### src/rtl/approx_mon_pkg.sv
// rtl/approx_mon_pkg.sv - shared types and width constants for the approximate-adder monitors
// Purpose: FSM state encoding, default operand/counter widths and the derived
//          error-sum accumulator width.
// Ports:   none (package).
package approx_mon_pkg;

  localparam int WIDTH_DEF = 16;
  localparam int CNT_W_DEF = 16;

  // Summing up to 2^cnt_w-1 values of at most 2^width-1 needs cnt_w+width bits.
  function automatic int sum_ed_w(input int cnt_w, input int width);
    return cnt_w + width;
  endfunction

  localparam int SUM_ED_W = sum_ed_w(CNT_W_DEF, WIDTH_DEF);

  typedef enum logic [1:0] {
    IDLE = 2'd0,
    RUN  = 2'd1,
    DONE = 2'd2
  } state_t;

endpackage

### src/rtl/approx_adder_error_monitor_if.sv
// rtl/approx_adder_error_monitor_if.sv - sample bus carrying operands and approximate sum
// Purpose: groups one adder sample plus its valid/ready handshake.
// Ports:   in_valid/in_ready handshake; in_a, in_b, in_cin operands; in_sum approximate sum.
//          master = sample producer, slave = monitor.
interface approx_adder_error_monitor_if
  import approx_mon_pkg::*;
#(
  parameter int WIDTH = WIDTH_DEF
);

  logic             in_valid;
  logic             in_ready;
  logic [WIDTH-1:0] in_a;
  logic [WIDTH-1:0] in_b;
  logic             in_cin;
  logic [WIDTH-1:0] in_sum;

  modport master (
    output in_valid, in_a, in_b, in_cin, in_sum,
    input  in_ready
  );

  modport slave (
    input  in_valid, in_a, in_b, in_cin, in_sum,
    output in_ready
  );

endinterface

### src/rtl/approx_err_distance.sv
// rtl/approx_err_distance.sv - exact sum and unsigned error distance of one adder sample
// Purpose: combinational reference add and |exact - approximate| without wrap.
// Ports:   a, b, cin  operands; sum approximate sum under test;
//          exact_sum  (a+b+cin) mod 2^WIDTH; ed larger-minus-smaller distance.
module approx_err_distance
  import approx_mon_pkg::*;
#(
  parameter int WIDTH = WIDTH_DEF
) (
  input  logic [WIDTH-1:0] a,
  input  logic [WIDTH-1:0] b,
  input  logic             cin,
  input  logic [WIDTH-1:0] sum,
  output logic [WIDTH-1:0] exact_sum,
  output logic [WIDTH-1:0] ed
);

  // Carry-out is deliberately dropped: only the WIDTH-bit sums are compared.
  always_comb begin
    exact_sum = a + b + WIDTH'(cin);
    ed        = (exact_sum >= sum) ? (exact_sum - sum) : (sum - exact_sum);
  end

endmodule

### src/rtl/approx_adder_error_monitor.sv
// rtl/approx_adder_error_monitor.sv - error-rate / error-distance collector for approximate adders
// Purpose: over a run of N samples accumulates error count, summed and maximum error
//          distance, and the operands of the first sample that reached the maximum.
// Ports:   clk, rst (sync, active high); start + num_samples begin a run;
//          smp sample bus (slave); busy = running; results_valid = stats final;
//          err_count, sum_ed, max_ed, max_a, max_b statistics.
module approx_adder_error_monitor
  import approx_mon_pkg::*;
#(
  parameter int WIDTH = WIDTH_DEF,
  parameter int CNT_W = CNT_W_DEF
) (
  input  logic                                 clk,
  input  logic                                 rst,
  input  logic                                 start,
  input  logic [CNT_W-1:0]                     num_samples,
  approx_adder_error_monitor_if.slave          smp,
  output logic                                 busy,
  output logic                                 results_valid,
  output logic [CNT_W-1:0]                     err_count,
  output logic [sum_ed_w(CNT_W, WIDTH)-1:0]    sum_ed,
  output logic [WIDTH-1:0]                     max_ed,
  output logic [WIDTH-1:0]                     max_a,
  output logic [WIDTH-1:0]                     max_b
);

  localparam int SUM_W = sum_ed_w(CNT_W, WIDTH);

  state_t           state_q, state_d;
  logic [CNT_W-1:0] n_q;
  logic [CNT_W-1:0] accepted_q;

  logic             s1_valid_q;
  logic [WIDTH-1:0] s1_a_q, s1_b_q, s1_ed_q;

  logic [CNT_W-1:0] err_count_q;
  logic [SUM_W-1:0] sum_ed_q;
  logic [WIDTH-1:0] max_ed_q, max_a_q, max_b_q;

  logic [WIDTH-1:0] ed;
  logic [WIDTH-1:0] unused_exact_sum;
  logic             ready;
  logic             accept;
  logic             clear;

  approx_err_distance #(.WIDTH(WIDTH)) u_ed (
    .a         (smp.in_a),
    .b         (smp.in_b),
    .cin       (smp.in_cin),
    .sum       (smp.in_sum),
    .exact_sum (unused_exact_sum),
    .ed        (ed)
  );

  assign ready         = (state_q == RUN) && (accepted_q < n_q);
  assign accept        = smp.in_valid && ready;
  // start is only honoured outside RUN; a mid-run start must not disturb the stats.
  assign clear         = start && (state_q != RUN);
  assign smp.in_ready  = ready;
  assign busy          = (state_q == RUN);
  assign results_valid = (state_q == DONE);
  assign err_count     = err_count_q;
  assign sum_ed        = sum_ed_q;
  assign max_ed        = max_ed_q;
  assign max_a         = max_a_q;
  assign max_b         = max_b_q;

  always_comb begin
    state_d = state_q;
    case (state_q)
      IDLE, DONE: begin
        if (start) begin
          state_d = (num_samples == '0) ? DONE : RUN;
        end
      end
      RUN: begin
        // Wait for the last accepted sample to drain out of stage 1.
        if ((accepted_q == n_q) && !s1_valid_q) begin
          state_d = DONE;
        end
      end
      default: state_d = IDLE;
    endcase
  end

  always_ff @(posedge clk) begin
    if (rst) begin
      state_q     <= IDLE;
      n_q         <= '0;
      accepted_q  <= '0;
      s1_valid_q  <= 1'b0;
      s1_a_q      <= '0;
      s1_b_q      <= '0;
      s1_ed_q     <= '0;
      err_count_q <= '0;
      sum_ed_q    <= '0;
      max_ed_q    <= '0;
      max_a_q     <= '0;
      max_b_q     <= '0;
    end else begin
      state_q <= state_d;
      if (clear) begin
        n_q         <= num_samples;
        accepted_q  <= '0;
        s1_valid_q  <= 1'b0;
        err_count_q <= '0;
        sum_ed_q    <= '0;
        max_ed_q    <= '0;
        max_a_q     <= '0;
        max_b_q     <= '0;
      end else begin
        // Stage 0 -> 1: capture the sample and its distance.
        s1_valid_q <= accept;
        if (accept) begin
          s1_a_q     <= smp.in_a;
          s1_b_q     <= smp.in_b;
          s1_ed_q    <= ed;
          accepted_q <= accepted_q + CNT_W'(1);
        end
        // Stage 1 -> stats, overlapping with the next accept for full throughput.
        if (s1_valid_q) begin
          err_count_q <= err_count_q + CNT_W'(s1_ed_q != '0);
          sum_ed_q    <= sum_ed_q + SUM_W'(s1_ed_q);
          // Strictly greater: on ties the earlier sample's operands are kept.
          if (s1_ed_q > max_ed_q) begin
            max_ed_q <= s1_ed_q;
            max_a_q  <= s1_a_q;
            max_b_q  <= s1_b_q;
          end
        end
      end
    end
  end

endmodule
### src/flat_wrapper.sv
// flat-port wrapper written by rule: the top's interface ports become plain ports
module approx_adder_error_monitor_flat import approx_mon_pkg::*;
#(
  parameter int WIDTH = WIDTH_DEF,
  parameter int CNT_W = CNT_W_DEF
)
  (clk, rst, start, num_samples, busy, results_valid, err_count, sum_ed, max_ed, max_a, max_b, smp_in_valid, smp_in_a, smp_in_b, smp_in_cin, smp_in_sum, smp_in_ready);
  approx_adder_error_monitor_if #(.WIDTH(WIDTH)) smp_i ();
  input  logic clk;
  input  logic rst;
  input  logic start;
  input  logic [CNT_W-1:0] num_samples;
  output logic busy;
  output logic results_valid;
  output logic [CNT_W-1:0] err_count;
  output logic [sum_ed_w(CNT_W, WIDTH)-1:0] sum_ed;
  output logic [WIDTH-1:0] max_ed;
  output logic [WIDTH-1:0] max_a;
  output logic [WIDTH-1:0] max_b;
  input wire logic [$bits(smp_i.in_valid)-1:0] smp_in_valid;
  input wire logic [$bits(smp_i.in_a)-1:0] smp_in_a;
  input wire logic [$bits(smp_i.in_b)-1:0] smp_in_b;
  input wire logic [$bits(smp_i.in_cin)-1:0] smp_in_cin;
  input wire logic [$bits(smp_i.in_sum)-1:0] smp_in_sum;
  output wire logic [$bits(smp_i.in_ready)-1:0] smp_in_ready;
  assign smp_i.in_valid = smp_in_valid;
  assign smp_i.in_a = smp_in_a;
  assign smp_i.in_b = smp_in_b;
  assign smp_i.in_cin = smp_in_cin;
  assign smp_i.in_sum = smp_in_sum;
  assign smp_in_ready = smp_i.in_ready;
  approx_adder_error_monitor #(.WIDTH(WIDTH), .CNT_W(CNT_W)) u_core (.clk(clk), .rst(rst), .start(start), .num_samples(num_samples), .smp(smp_i), .busy(busy), .results_valid(results_valid), .err_count(err_count), .sum_ed(sum_ed), .max_ed(max_ed), .max_a(max_a), .max_b(max_b));
endmodule
### config.mk
export PLATFORM = sky130hd
export DESIGN_NAME = approx_adder_error_monitor_flat
export DESIGN_NICKNAME = d
export VERILOG_FILES = /design/src/rtl/approx_mon_pkg.sv /design/src/rtl/approx_adder_error_monitor_if.sv /design/src/rtl/approx_err_distance.sv /design/src/rtl/approx_adder_error_monitor.sv /design/src/flat_wrapper.sv
export SDC_FILE = /design/constraint.sdc
export NUM_CORES = 1
export LEC_CHECK = 0
export ABC_AREA = 1
export ABC_CLOCK_PERIOD_IN_PS = 8100
export BUFFER_PORTS_ARGS = -buffer_cell sky130_fd_sc_hd__buf_4
export CORE_MARGIN = 2
export CORE_UTILIZATION = 40
export CTS_CLUSTER_DIAMETER = 40
export DETAILED_ROUTE_END_ITERATION = 8
export PLACE_DENSITY_LB_ADDON = 0.08
export SLEW_MARGIN = 20
export SYNTH_ARGS = -nofsm -noshare
export SYNTH_HDL_FRONTEND = slang
export SYNTH_HIERARCHICAL = 1
export SYNTH_SLANG_ARGS = --single-unit
### constraint.sdc
create_clock -name clk -period 8.1 [get_ports clk]
set_input_delay 1.215 -clock clk [delete_from_list [all_inputs] [get_ports clk]]
set_output_delay 1.215 -clock clk [all_outputs]
set_load 0.01 [all_outputs]
; Word level (Yosys, flattened, before mapping)
; Index checks and enable logic that the tools add are counted.
[op_classes]
add_sub_neg = 7
n_lt_le_gt_ge = 3
n_eq_ne = 6
n_mux = 5
n_bitwise = 1
n_reduce_logical = 13
[op_table]
columns = op, count
row1 = adder 16 x 1 -> 16 bit, 2
row2 = adder 32 x 16 -> 32 bit, 1
row3 = subtractor 16 bit, 2
row4 = adder 16 x 1 -> 16 bit (second input constant), 1
row5 = adder 16 bit, 1
row6 = equality test 16 bit, 1
row7 = >= comparator 16 bit, 1
row8 = greater-than comparator 16 bit, 1
row9 = zero test 16 bit, 1
row10 = less-than comparator 16 bit, 1
row11 = two-way mux 16 bit, 1
row12 = nonzero test 16 bit, 1
row13 = two-way mux 2 bit, 3
row14 = AND reduction 2 bit, 3
row15 = logical AND 1 bit, 4
row16 = != test 2 x 1 -> 1 bit (second input constant), 2
row17 = case mux 2 bit (2 select lines), 1
row18 = OR reduction 2 bit, 2
row19 = equality test 2 x 1 -> 1 bit (second input constant), 1
row20 = equality test 2 bit (second input constant), 1
row21 = zero test 2 bit, 1
row22 = != test 2 bit (second input constant), 1
row23 = zero test 1 bit, 1
row24 = NOT 1 bit, 1
[totals]
regBits = 179
inputBits = 69
out_inout_bits = 99
elab_cells = 47

; Longest topological paths before layout
; Gate-level depths: netlist (run 1).
[logic_depth]
ltp_word = 4
ltp_mapped = 27
mapped_depth_nobuf = 27

; Cells and area by module
; Netlist (run 1), hierarchy kept.
[by_module_without_submodules]
columns = mod, n_inst, cells_per_inst, area_each_um2, seq_area_each_um2
row1 = approx_adder_error_monitor, 1, 1480, 9631.7, 3583.4
row2 = approx_err_distance, 1, 416, 2377.3, 0.0

; Worst setup path after synthesis (run 1)
; No wires, ideal clock.
[synth_path]
kind = input-to-reg
start = input smp_in_a[0]
end = register u_core.s1_ed_q[14]
setup_time_ns = 0.113
arrival_ns = 4.077
t_required_ns = 7.987
path_slack_ns = 3.911
path_stages = 25
n_path_buf = 1
path_cell_list = fa_1 > inv_1 > fa_1 > inv_1 > nand3_1 > nand2_1 > a31o_2 > nand4_1 > nand2_1 > xor2_1 > inv_1 > ha_1 > nand2_1 > o21ai_0 > a21oi_1 > nand3_2 > buf_6 > nor3_1 > nand2_1 > nand2_1 > nand2_1 > nand2_1 > inv_1 > nor2_1 > nor2_1
[synth_via]
elab_chain_cells = 4
word_cells_on_any_way = 6
cone_classes = add/sub: 4 / order compare: 1 / mux: 1
[synth_rtl]
columns = element, line_no
row1 = "start, declared", flat_wrapper.sv:21  ; input wire logic [$bits(smp_i.in_a)-1:0] smp_in_a;
row2 = adder 16 bit (*), approx_err_distance.sv:20  ; exact_sum = a + b + WIDTH'(cin);
row3 = adder 16 x 1 -> 16 bit (*), approx_err_distance.sv:20
row4 = via u_core.unused_exact_sum[14], approx_adder_error_monitor.sv:41  ; logic [WIDTH-1:0] unused_exact_sum;
row5 = subtractor 16 bit or >= comparator 16 bit (tied branches), approx_err_distance.sv:21  ; ed = (exact_sum >= sum) ? (exact_sum - sum) : (sum - exact_sum);
row6 = two-way mux 16 bit (*), approx_err_distance.sv:21
row7 = via u_core.ed[14], approx_adder_error_monitor.sv:40  ; logic [WIDTH-1:0] ed;
row8 = "end signal, assigned", approx_adder_error_monitor.sv:94  ; s1_ed_q <= '0;
row9 = "end signal, assigned", approx_adder_error_monitor.sv:117  ; s1_ed_q <= ed;
row10 = "end, declared", approx_adder_error_monitor.sv:34  ; logic [WIDTH-1:0] s1_a_q, s1_b_q, s1_ed_q;
; Mark *: on every way through the listed nets, which the timed path passes. The rest lies on a longest branch.
; A chain may end at the register's enable or synchronous reset.

; Final worst setup path (run 1)
[layout_path]
start = input smp_in_b[2]
end = register u_core.s1_ed_q[13]
[layout_via]
elab_chain_cells = 4
word_cells_on_any_way = 6
cone_classes = add/sub: 4 / order compare: 1 / mux: 1
[layout_rtl]
columns = element, line_no
row1 = "start, declared", flat_wrapper.sv:22  ; input wire logic [$bits(smp_i.in_b)-1:0] smp_in_b;
row2 = adder 16 bit (*), approx_err_distance.sv:20
row3 = adder 16 x 1 -> 16 bit (*), approx_err_distance.sv:20
row4 = via u_core.unused_exact_sum[13], approx_adder_error_monitor.sv:41
row5 = subtractor 16 bit or >= comparator 16 bit (tied branches), approx_err_distance.sv:21
row6 = two-way mux 16 bit (*), approx_err_distance.sv:21
row7 = via u_core.ed[13], approx_adder_error_monitor.sv:40
; Marks and branches as above.

==> results of run 1 <==
tightest hold or removal path, delay by kind of cell (launching register included):
family	cells	cell delay (ns)
flops	1	0.30
compound gates	1	0.06
buf+inv	1	0.06
cell usage in the layout (no fill, tap or decap), types with 6 or more instances in the layout:
cell type,instances
xnor2_1,14
a21o_1,11
nor3_1,12
dfxtp_1,179
nor4_1,8
nor2_1,289
nand4_1,28
inv_2,8
a21oi_1,178
nand2_1,487
inv_1,256
clkbuf_16,17
o21ai_0,61
ha_1,95
clkinv_8,6
xor2_1,28
nand3_1,121
buf_4,172
worst max path at each step:
stage	endpoint	slack, ns	depth (start not counted)
6_report	u_core/s1_ed_q[13]	3.44	22
3_5_place_dp	u_core/s1_ed_q[13]	3.03	22
5_1_grt	u_core/s1_ed_q[15]	2.99	22
3_3_place_gp	u_core/s1_ed_q[13]	3.06	22
4_1_cts	u_core/s1_ed_q[13]	3.49	22
2_1_floorplan	u_core/s1_ed_q[14]	3.91	25
area by class of cell:
cell class,instances,area [um2],area share [%]
Timing Repair Buffer,172,1290,9.17
Tap cell,390,488,3.46
Inverter,266,998,7.09
Multi-Input combinational cell,1383,7120,50.5
Clock buffer,17,425,3.02
Sequential cell,179,3580,25.4
Clock inverter,15,184,1.31
sequential cells by signal (all words and copies together) (netlist names):
name	cells
u_core/sum_ed	32
u_core/accepted_q	16
u_core/err_count	16
u_core/max_a	16
u_core/max_b	16
u_core/max_ed	16
u_core/n_q	16
u_core/s1_a_q	16
u_core/s1_b_q	16
u_core/s1_ed_q	16
u_core/state_q	2
u_core/s1_valid_q	1
power groups by stage:
stage,combinational (uW),clock (uW),sequential [uW]
floorplan,564,0,947
global route,883,894,936
global placement,782,0,953
finish,778,841,933
detailed placement,778,0,953
CTS,782,864,933
stage by stage:
step / utilization (%) / std cells
2_1_floorplan: - / 1895
3_3_place_gp: 45.6 / 2390
3_5_place_dp: 45.6 / 2390
4_1_cts: 47.7 / 2422
5_1_grt: 47.7 / 2422
6_report: 47.7 / 2422
layer usage:
| layer | share of wire, % | GRT usage (%) | vias up |
|---|---|---|---|
| li1 | - | - | 6259 |
| met3 | 4.3 | 3.80 | 46 |
| met2 | 49 | 42.3 | 245 |
| met1 | 44 | 28.5 | 5415 |
| met5 | 0 | 0 | - |
| met4 | 2.7 | 7.95 | 0 |
==> results by group, run 1 <==
Clock network
  • CTS tree: yes
  • Worst-Skew Late Latency: 0.44 ns
  • CTS buffer count: 17
  • Setup Fix Bufs, Post-CTS: 0
  • CTS hold repair buffers: 0
  • Clock slew at reported path FFs: 0.07 ns
  • Post-CTS Resized: 0
  • Clock Path Buffers: 2
  • Clock Sinks: 179
  • CTS H-tree lvls: 4
  • Root Buffer Master: clkbuf_16

Routing
  • Router iterations before antenna repair: 7
  • Vias/cell: 4.94
  • Iteration-0 DRC Markers: 671
  • Routed len/inst: 15.0 um
  • Antenna Nets Post-Route: 0
  • Vias: 12.0k
  • DRC Markers: 0
  • Final wirelength: 36.2 mm

Timing
  • Setup repair after global routing missed its margin: no
  • Clock Skew: 0.0190 ns
  • Rel. slew slack: 30.0%
  • Period minus WS final: 4.66 ns
  • Final Max Slew Viols: 0
  • Hold Vio Cnt, Final: 0
  • Final period util: 57.6%
  • Fin worst setup slack: 3.44 ns
  • Worst-margin pin slew: 1.05 ns
  • Final setup vio count: 0
  • Min Hold Slack: 0.466 ns
  • Final TNS setup: 0 ns
  • Achievable Freq: 215 MHz

Global routing
  • Total GRT Usage: 23.6%
  • Largest net degree at the start of global routing: 97
  • Vias in the first global route: 11.5k
  • GRT Residual Overflow: 0
  • First-pass GRT wire length: 58.5 mm
  • Initial antenna violation count: 0

Logic synthesis
  • Mapped cell area: 0.0120 mm2
  • Post-Syn Area per Cell: 6.34 um2
  • Mapped Cells: 1895
  • Warnings, synthesis: 6
  • Syn_nets: 2064

Power
  • PwrDens: 181 mW/mm2
  • Sequential power share: 36.6%
  • Peak supply drop: 0.136 mV
  • Sw frac: 38.1%
  • Combinational fraction of design power: 30.5%
  • Int Power: 1580 uW
  • Net Sw Power: 973 uW
  • Pleak: 0.00694 uW
  • Clock Power Share: 32.9%
  • Total power: 2550 uW

Critical path
  • Setup CP Type: primary input to flip-flop
  • Largest delay share family, worst path: simple AND/OR/NAND/NOR gates
  • Worst R2R Setup Slack: 4.82 ns
  • Crit Path Max Fanout: 22
  • Worst setup SP type: primary input
  • Critical Path Start: smp_in_b[2]
  • Arr. time, crit path: 4.99 ns
  • Worst-path cell chain: buf_4 -> ha_1 -> nand2_1 -> o21ai_0 -> nand3_1 -> nand3_1 -> a31o_2 -> xor2_1 -> inv_1 -> ha_1 -> a21oi_1 -> o21ai_0 -> a21oi_1 -> nand3_2 -> inv_2 -> nand2_1 -> nand3_2 -> nand3_1 -> nand2_1 -> inv_1 -> nor2_1 -> nor2_1
  • Crit path required time: 8.43 ns
  • CP max stage cell: ha_1
  • Reg2Reg Launch Point: u_core/accepted_q[14]
  • Critical path's largest stage delay: 0.38 ns
  • Reg2Reg Depth: 8
  • Crit. End Element: flip-flop
  • Critical path buffers and inverters: 4
  • Reg2Reg Capture Point: u_core/s1_b_q[0]

Placement
  • GP Congestion: 0.908
  • I/O Buffers: 167
  • DP Worst Slack: 3.03 ns
  • Placed cell area: 0.0135 mm2
  • Post-DP HPWL: 27.6 mm

Job
  • Max-cap violations: 0

Floorplan
  • Die Ht: 177 um
  • Die Width: 177 um
  • Initial core utilization: 40.6%
  • IO Pins: 168
  • Total die area: 0.0314 mm2
  • Rows: 63
  • Core area: 0.0296 mm2

Layout
  • Share of layout cells above drive strength 1: 11.4%
  • Post-route cell area: 0.0141 mm2
  • Area added between synthesis and finish: 17.4%
  • Fin nets: 2188
  • FILL cells: 3166
  • Diode count: 0

Min path
  • Worst Hold Path EP: u_core/n_q[6]
  • Cells on Worst Hold Path: 2
  • Hold path start: u_core/n_q[6]
  • Min-delay worst type: flip-flop to flip-flop

Outcome
  • Status: complete, no violations
Note: power is estimated with default switching activity, not from simulation.
==> run 2: changes to the inputs <==
Settings changed: ABC_CLOCK_PERIOD_IN_PS 8100 to 4550.
Clock period 8.1 ns to 4.55 ns, I/O delays scaled along.
==> run 2 against run 1 <==
Against the previous run:
- global-route usage increased by 0.49 points
- sequential share of layout area fell by 0.13 points
- clock skew shrank 0.0019 ns
- largest cell class unchanged
- combinational power grew 83%
- sequential power up 78%
==> results by group, run 2 (synthesis results as in run 1) <==
Routing
  • Vias/cell: 4.98
  • Routed len/inst: 15.4 um
  • DRC Markers: 0
  • Vias: 12.1k
  • Iteration-0 DRC Markers: 713
  • Router iterations before antenna repair: 5
  • Antenna Nets Post-Route: 0
  • Final wirelength: 37.4 mm

Timing
  • Setup repair after global routing missed its margin: no
  • Rel. slew slack: 32.2%
  • Worst-margin pin slew: 1.02 ns
  • Period minus WS final: 3.98 ns
  • Final setup vio count: 0
  • Clock Skew: 0.0171 ns
  • Final Max Slew Viols: 0
  • Fin worst setup slack: 0.571 ns
  • Achievable Freq: 251 MHz
  • Hold Vio Cnt, Final: 0
  • Final TNS setup: 0 ns
  • Final period util: 87.4%

Layout
  • Area added between synthesis and finish: 18.0%
  • FF+latch area: 0.00358 mm2
  • Fin nets: 2200
  • Layout Utilization: 47.9%
  • Largest register FFs: 32
  • Commonest cells after routing, fill and taps aside: 487 x nand2_1, 289 x nor2_1, 256 x inv_1
  • Commonest non-fill, non-tap cell in the layout: nand2_1
  • Multi-input gate area: 0.00712 mm2
  • Share of layout cells above drive strength 1: 11.9%
  • FILL cells: 3217
  • Diode count: 0

Clock network
  • CTS tree: yes
  • CTS hold repair buffers: 0
  • Clock Path Buffers: 2
  • Root Buffer Master: clkbuf_16
  • Setup Fix Bufs, Post-CTS: 0
  • Worst-Skew Late Latency: 0.45 ns
  • Post-CTS Resized: 0
  • CTS H-tree lvls: 4
  • Clock Sinks: 179
  • Clock slew at reported path FFs: 0.08 ns
  • CTS buffer count: 17

Global routing
  • Initial antenna violation count: 0
  • GRT Residual Overflow: 0
  • Vias in the first global route: 11.7k
  • Largest net degree at the start of global routing: 97
  • Total GRT Usage: 24.1%
  • First-pass GRT wire length: 59.4 mm

Critical path
  • Worst-path cell chain: buf_4 -> ha_1 -> nand2_1 -> o21ai_0 -> nand3_1 -> nand3_1 -> a31o_2 -> xor2_1 -> inv_1 -> ha_1 -> a21oi_1 -> o21ai_0 -> a21oi_1 -> nand3_2 -> inv_2 -> nand2_1 -> nand3_2 -> nand3_1 -> nand2_1 -> inv_1 -> nor2_1 -> nor2_1
  • Critical path's largest stage delay: 0.39 ns
  • Crit. End Element: flip-flop
  • Largest delay share family, worst path: simple AND/OR/NAND/NOR gates
  • Critical path buffers and inverters: 4
  • CP max stage cell: ha_1
  • Crit path required time: 4.89 ns
  • Worst setup SP type: primary input
  • CP Depth: 22
  • Reg2Reg Depth: 9
  • Arr. time, crit path: 4.32 ns
  • Setup CP Type: primary input to flip-flop
  • Crit Path Max Fanout: 12

Power
  • PwrDens: 324 mW/mm2
  • Pleak: 0.00699 uW
  • Total power: 4590 uW
  • Combinational fraction of design power: 30.9%
  • Clock Power Share: 32.9%
  • Peak supply drop: 0.230 mV
  • Sw frac: 38.3%
  • Net Sw Power: 1760 uW
  • Sequential power share: 36.2%
  • Int Power: 2830 uW

Placement
  • GP Congestion: 0.910
  • Post-DP HPWL: 28.6 mm
  • I/O Buffers: 167
  • DP Worst Slack: 0.179 ns

Floorplan
  • Initial core utilization: 40.6%
  • Rows: 63
  • Total die area: 0.0314 mm2
  • Die Width: 177 um
  • Die Ht: 177 um
  • Core area: 0.0296 mm2
  • IO Pins: 168

Min path
  • Min-delay worst type: primary input to flip-flop
  • Cells on Worst Hold Path: 2

Job
  • Max-cap violations: 0

Outcome
  • Status: complete, no violations
-- run 2: cell count changes in the layout (fill, tap and decap cells not counted), sizes merged --
cell,delta
clkinv,-6
clkbuf,+1
inv,+5
buf,+12
-- run 2: area by class of cell --
class	count	area share, %
clock buffer	18	3.10
clock inverter	14	1.08
inverter	266	7.05
multi-input combinational	1383	50.3
sequential	179	25.3
tap	390	3.45
timing repair buffer	184	9.75
-- run 2: per-layer routing --
layer  wire (um)  GRT usage, %
met1       16600          28.9
met2       18300          42.7
met3        1570          4.55
met4        1030          8.47
met5           0             0
-- run 2: path summary, 6_finish.rpt --
check	slack [ns]	end	from
setup / recovery	0.57	u_core/s1_ed_q[13]	smp_in_b[2]
hold / removal	0.43	u_core/state_q[0]	rst
setup reg to reg	1.47	u_core/s1_b_q[4]	u_core/accepted_q[5]
hold reg to reg	0.46	u_core/n_q[13]	u_core/n_q[13]
-- run 2: per-stage QoR --
step,instances,cell area [um2],hold slack (ns)
6_report,2434,14200,0.429
5_1_grt,2434,14200,0.418
4_1_cts,2434,14200,0.406
3_5_place_dp,2402,13600,0.456
3_3_place_gp,2402,13600,0.454
2_1_floorplan,1895,12000,0.435
-- run 2: power groups by stage --
| stage | clock (uW) | sequential, uW | combinational (uW) |
|---|---|---|---|
| after floorplan | 0 | 1690 | 1000 |
| after global routing | 1610 | 1670 | 1590 |
| after detailed placement | 0 | 1700 | 1410 |
| after CTS | 1560 | 1660 | 1420 |
| final | 1510 | 1660 | 1420 |
| after global placement | 0 | 1700 | 1420 |
==> run 3: changes to the inputs <==
Settings changed: ABC_AREA 1 to 0.
==> run 3 against run 2 <==
Against the previous run:
- critical path type unchanged
- largest power group unchanged
- clock skew up 0.0064 ns
- synthesized cell count down 28%
- sequential power about the same
- flip-flop and latch count unchanged
==> results by group, run 3 <==
Timing
  • Worst-margin pin slew: 0.889 ns
  • Min Hold Slack: 0.443 ns
  • Rel. slew slack: 40.6%
  • Final period util: 93.6%
  • Period minus WS final: 4.26 ns
  • Setup repair after global routing missed its margin: no
  • Final Max Slew Viols: 0
  • Fin worst setup slack: 0.292 ns
  • Clock Skew: 0.0234 ns
  • Achievable Freq: 235 MHz
  • Final setup vio count: 0
  • Hold Vio Cnt, Final: 0

Power
  • PwrDens: 346 mW/mm2
  • Peak supply drop: 0.193 mV
  • Pleak: 0.00558 uW
  • Total power: 4560 uW

Critical path
  • Crit Path Max Fanout: 7
  • Crit path required time: 4.83 ns
  • Setup CP Type: primary input to flip-flop
  • Critical path buffers and inverters: 2
  • Crit. End Element: flip-flop
  • CP max stage cell: or3b_2
  • Critical path's largest stage delay: 0.48 ns
  • Largest delay share family, worst path: compound AO/OA/AOI/OAI gates
  • Worst-path cell chain: buf_4 -> fa_1 -> a21o_1 -> a21oi_2 -> o21ai_1 -> a41oi_2 -> nor4_1 -> or3b_2 -> xor2_1 -> ha_1 -> a21oi_4 -> nand2_1 -> a211oi_2 -> a221oi_4 -> buf_4 -> a2111oi_0 -> a21oi_1 -> xor2_1 -> nand2_1 -> a21oi_1
  • Arr. time, crit path: 4.54 ns
  • Worst setup SP type: primary input

Placement
  • Post-DP HPWL: 23.7 mm
  • I/O Buffers: 167
  • DP Worst Slack: -0.146 ns
  • Placed Cells: 1853
  • GP Congestion: 0.943

Logic synthesis
  • Mapped cell area: 0.0108 mm2
  • Warnings, synthesis: 6
  • Post-Syn Area per Cell: 7.92 um2
  • Syn_nets: 1526
  • Mapped Cells: 1357

Routing
  • Vias/cell: 5.21
  • Final wirelength: 30.4 mm
  • Router iterations before antenna repair: 5
  • Vias: 9815
  • Antenna Nets Post-Route: 0
  • Routed len/inst: 16.1 um
  • DRC Markers: 0
  • Iteration-0 DRC Markers: 526

Global routing
  • Largest net degree at the start of global routing: 87
  • First-pass GRT wire length: 49.1 mm
  • Vias in the first global route: 9464
  • GRT Residual Overflow: 0
  • Total GRT Usage: 21.6%
  • Initial antenna violation count: 0

Outcome
  • Status: complete, no violations

Layout
  • Commonest non-fill, non-tap cell in the layout: nand2_1
  • FF+latch area: 0.00358 mm2
  • Share of layout cells above drive strength 1: 17.9%
  • Diode count: 0
  • Largest register FFs: 32
  • Fin nets: 1700
  • Commonest cells after routing, fill and taps aside: 248 x nand2_1, 220 x buf_4, 179 x dfxtp_1
  • Layout Cells excl Fill: 1885
  • Area added between synthesis and finish: 22.4%
  • Multi-input gate area: 0.00652 mm2
  • FILL cells: 2667

Clock network
  • Clock Sinks: 179
  • CTS tree: yes
  • Clock slew at reported path FFs: 0.10 ns
  • Root Buffer Master: clkbuf_16
  • Clock Path Buffers: 2
  • CTS hold repair buffers: 0
  • CTS buffer count: 17
  • Setup Fix Bufs, Post-CTS: 0
  • Worst-Skew Late Latency: 0.45 ns
  • Post-CTS Resized: 0
  • CTS H-tree lvls: 4

Floorplan
  • Core area: 0.0267 mm2
  • Total die area: 0.0282 mm2
  • Initial core utilization: 40.3%
  • Rows: 60
  • Die Ht: 168 um
  • IO Pins: 168
  • Die Width: 168 um

Min path
  • Min-delay worst type: flip-flop to flip-flop

Job
  • Max-cap violations: 0
==> run 3: worst min-delay path, cell delays in order, from the launching register on <==
cell and delay, ns:
dfxtp_1 0.32, nand2_1 0.05, o21ai_1 0.05
==> run 3: power breakdown <==
part	leakage, uW	switching (uW)	internal [uW]
Clock	0.000319	827	796
Combinational	0.00381	720	547
Sequential	0.00145	55.7	1610
==> run 3: per-stage QoR <==
step                      utilization [%]  setup TNS, ns  area, um2
after floorplan                         -              0      10800
after global placement               46.9         -0.341      12500
after detailed placement             46.9         -0.955      12500
after CTS                            49.3              0      13200
after global routing                 49.4              0      13200
final                                49.4              0      13200
==> run 3: path summary, 6_finish.rpt <==
check / slack (ns) / cells after the start / to / startpoint
setup / recovery: 0.29 / 20 / u_core/s1_ed_q[6] / smp_in_a[0]
hold / removal: 0.44 / 2 / u_core/max_a[3] / u_core/s1_a_q[3]
setup reg to reg: 1.29 / 9 / u_core/s1_ed_q[12] / u_core/accepted_q[13]
hold reg to reg: 0.44 / 2 / u_core/max_a[3] / u_core/s1_a_q[3]
==> run 3: area by class of cell <==
type / instances / area share [%]
sequential: 179 / 27.2
clock buffer: 17 / 3.23
multi-input combinational: 1033 / 49.5
inverter: 79 / 2.25
clock inverter: 15 / 1.80
tap: 341 / 3.24
timing repair buffer: 221 / 12.7
==> run 3: routing by layer <==
| metal | track usage (%) | up-vias | part of all wire, % |
|---|---|---|---|
| met5 | 0 | - | 0 |
| met4 | 6.24 | 0 | 1.8 |
| met3 | 3.67 | 34 | 4.5 |
| met2 | 38.2 | 227 | 49 |
| met1 | 26.9 | 4518 | 45 |
| li1 | - | 5036 | - |
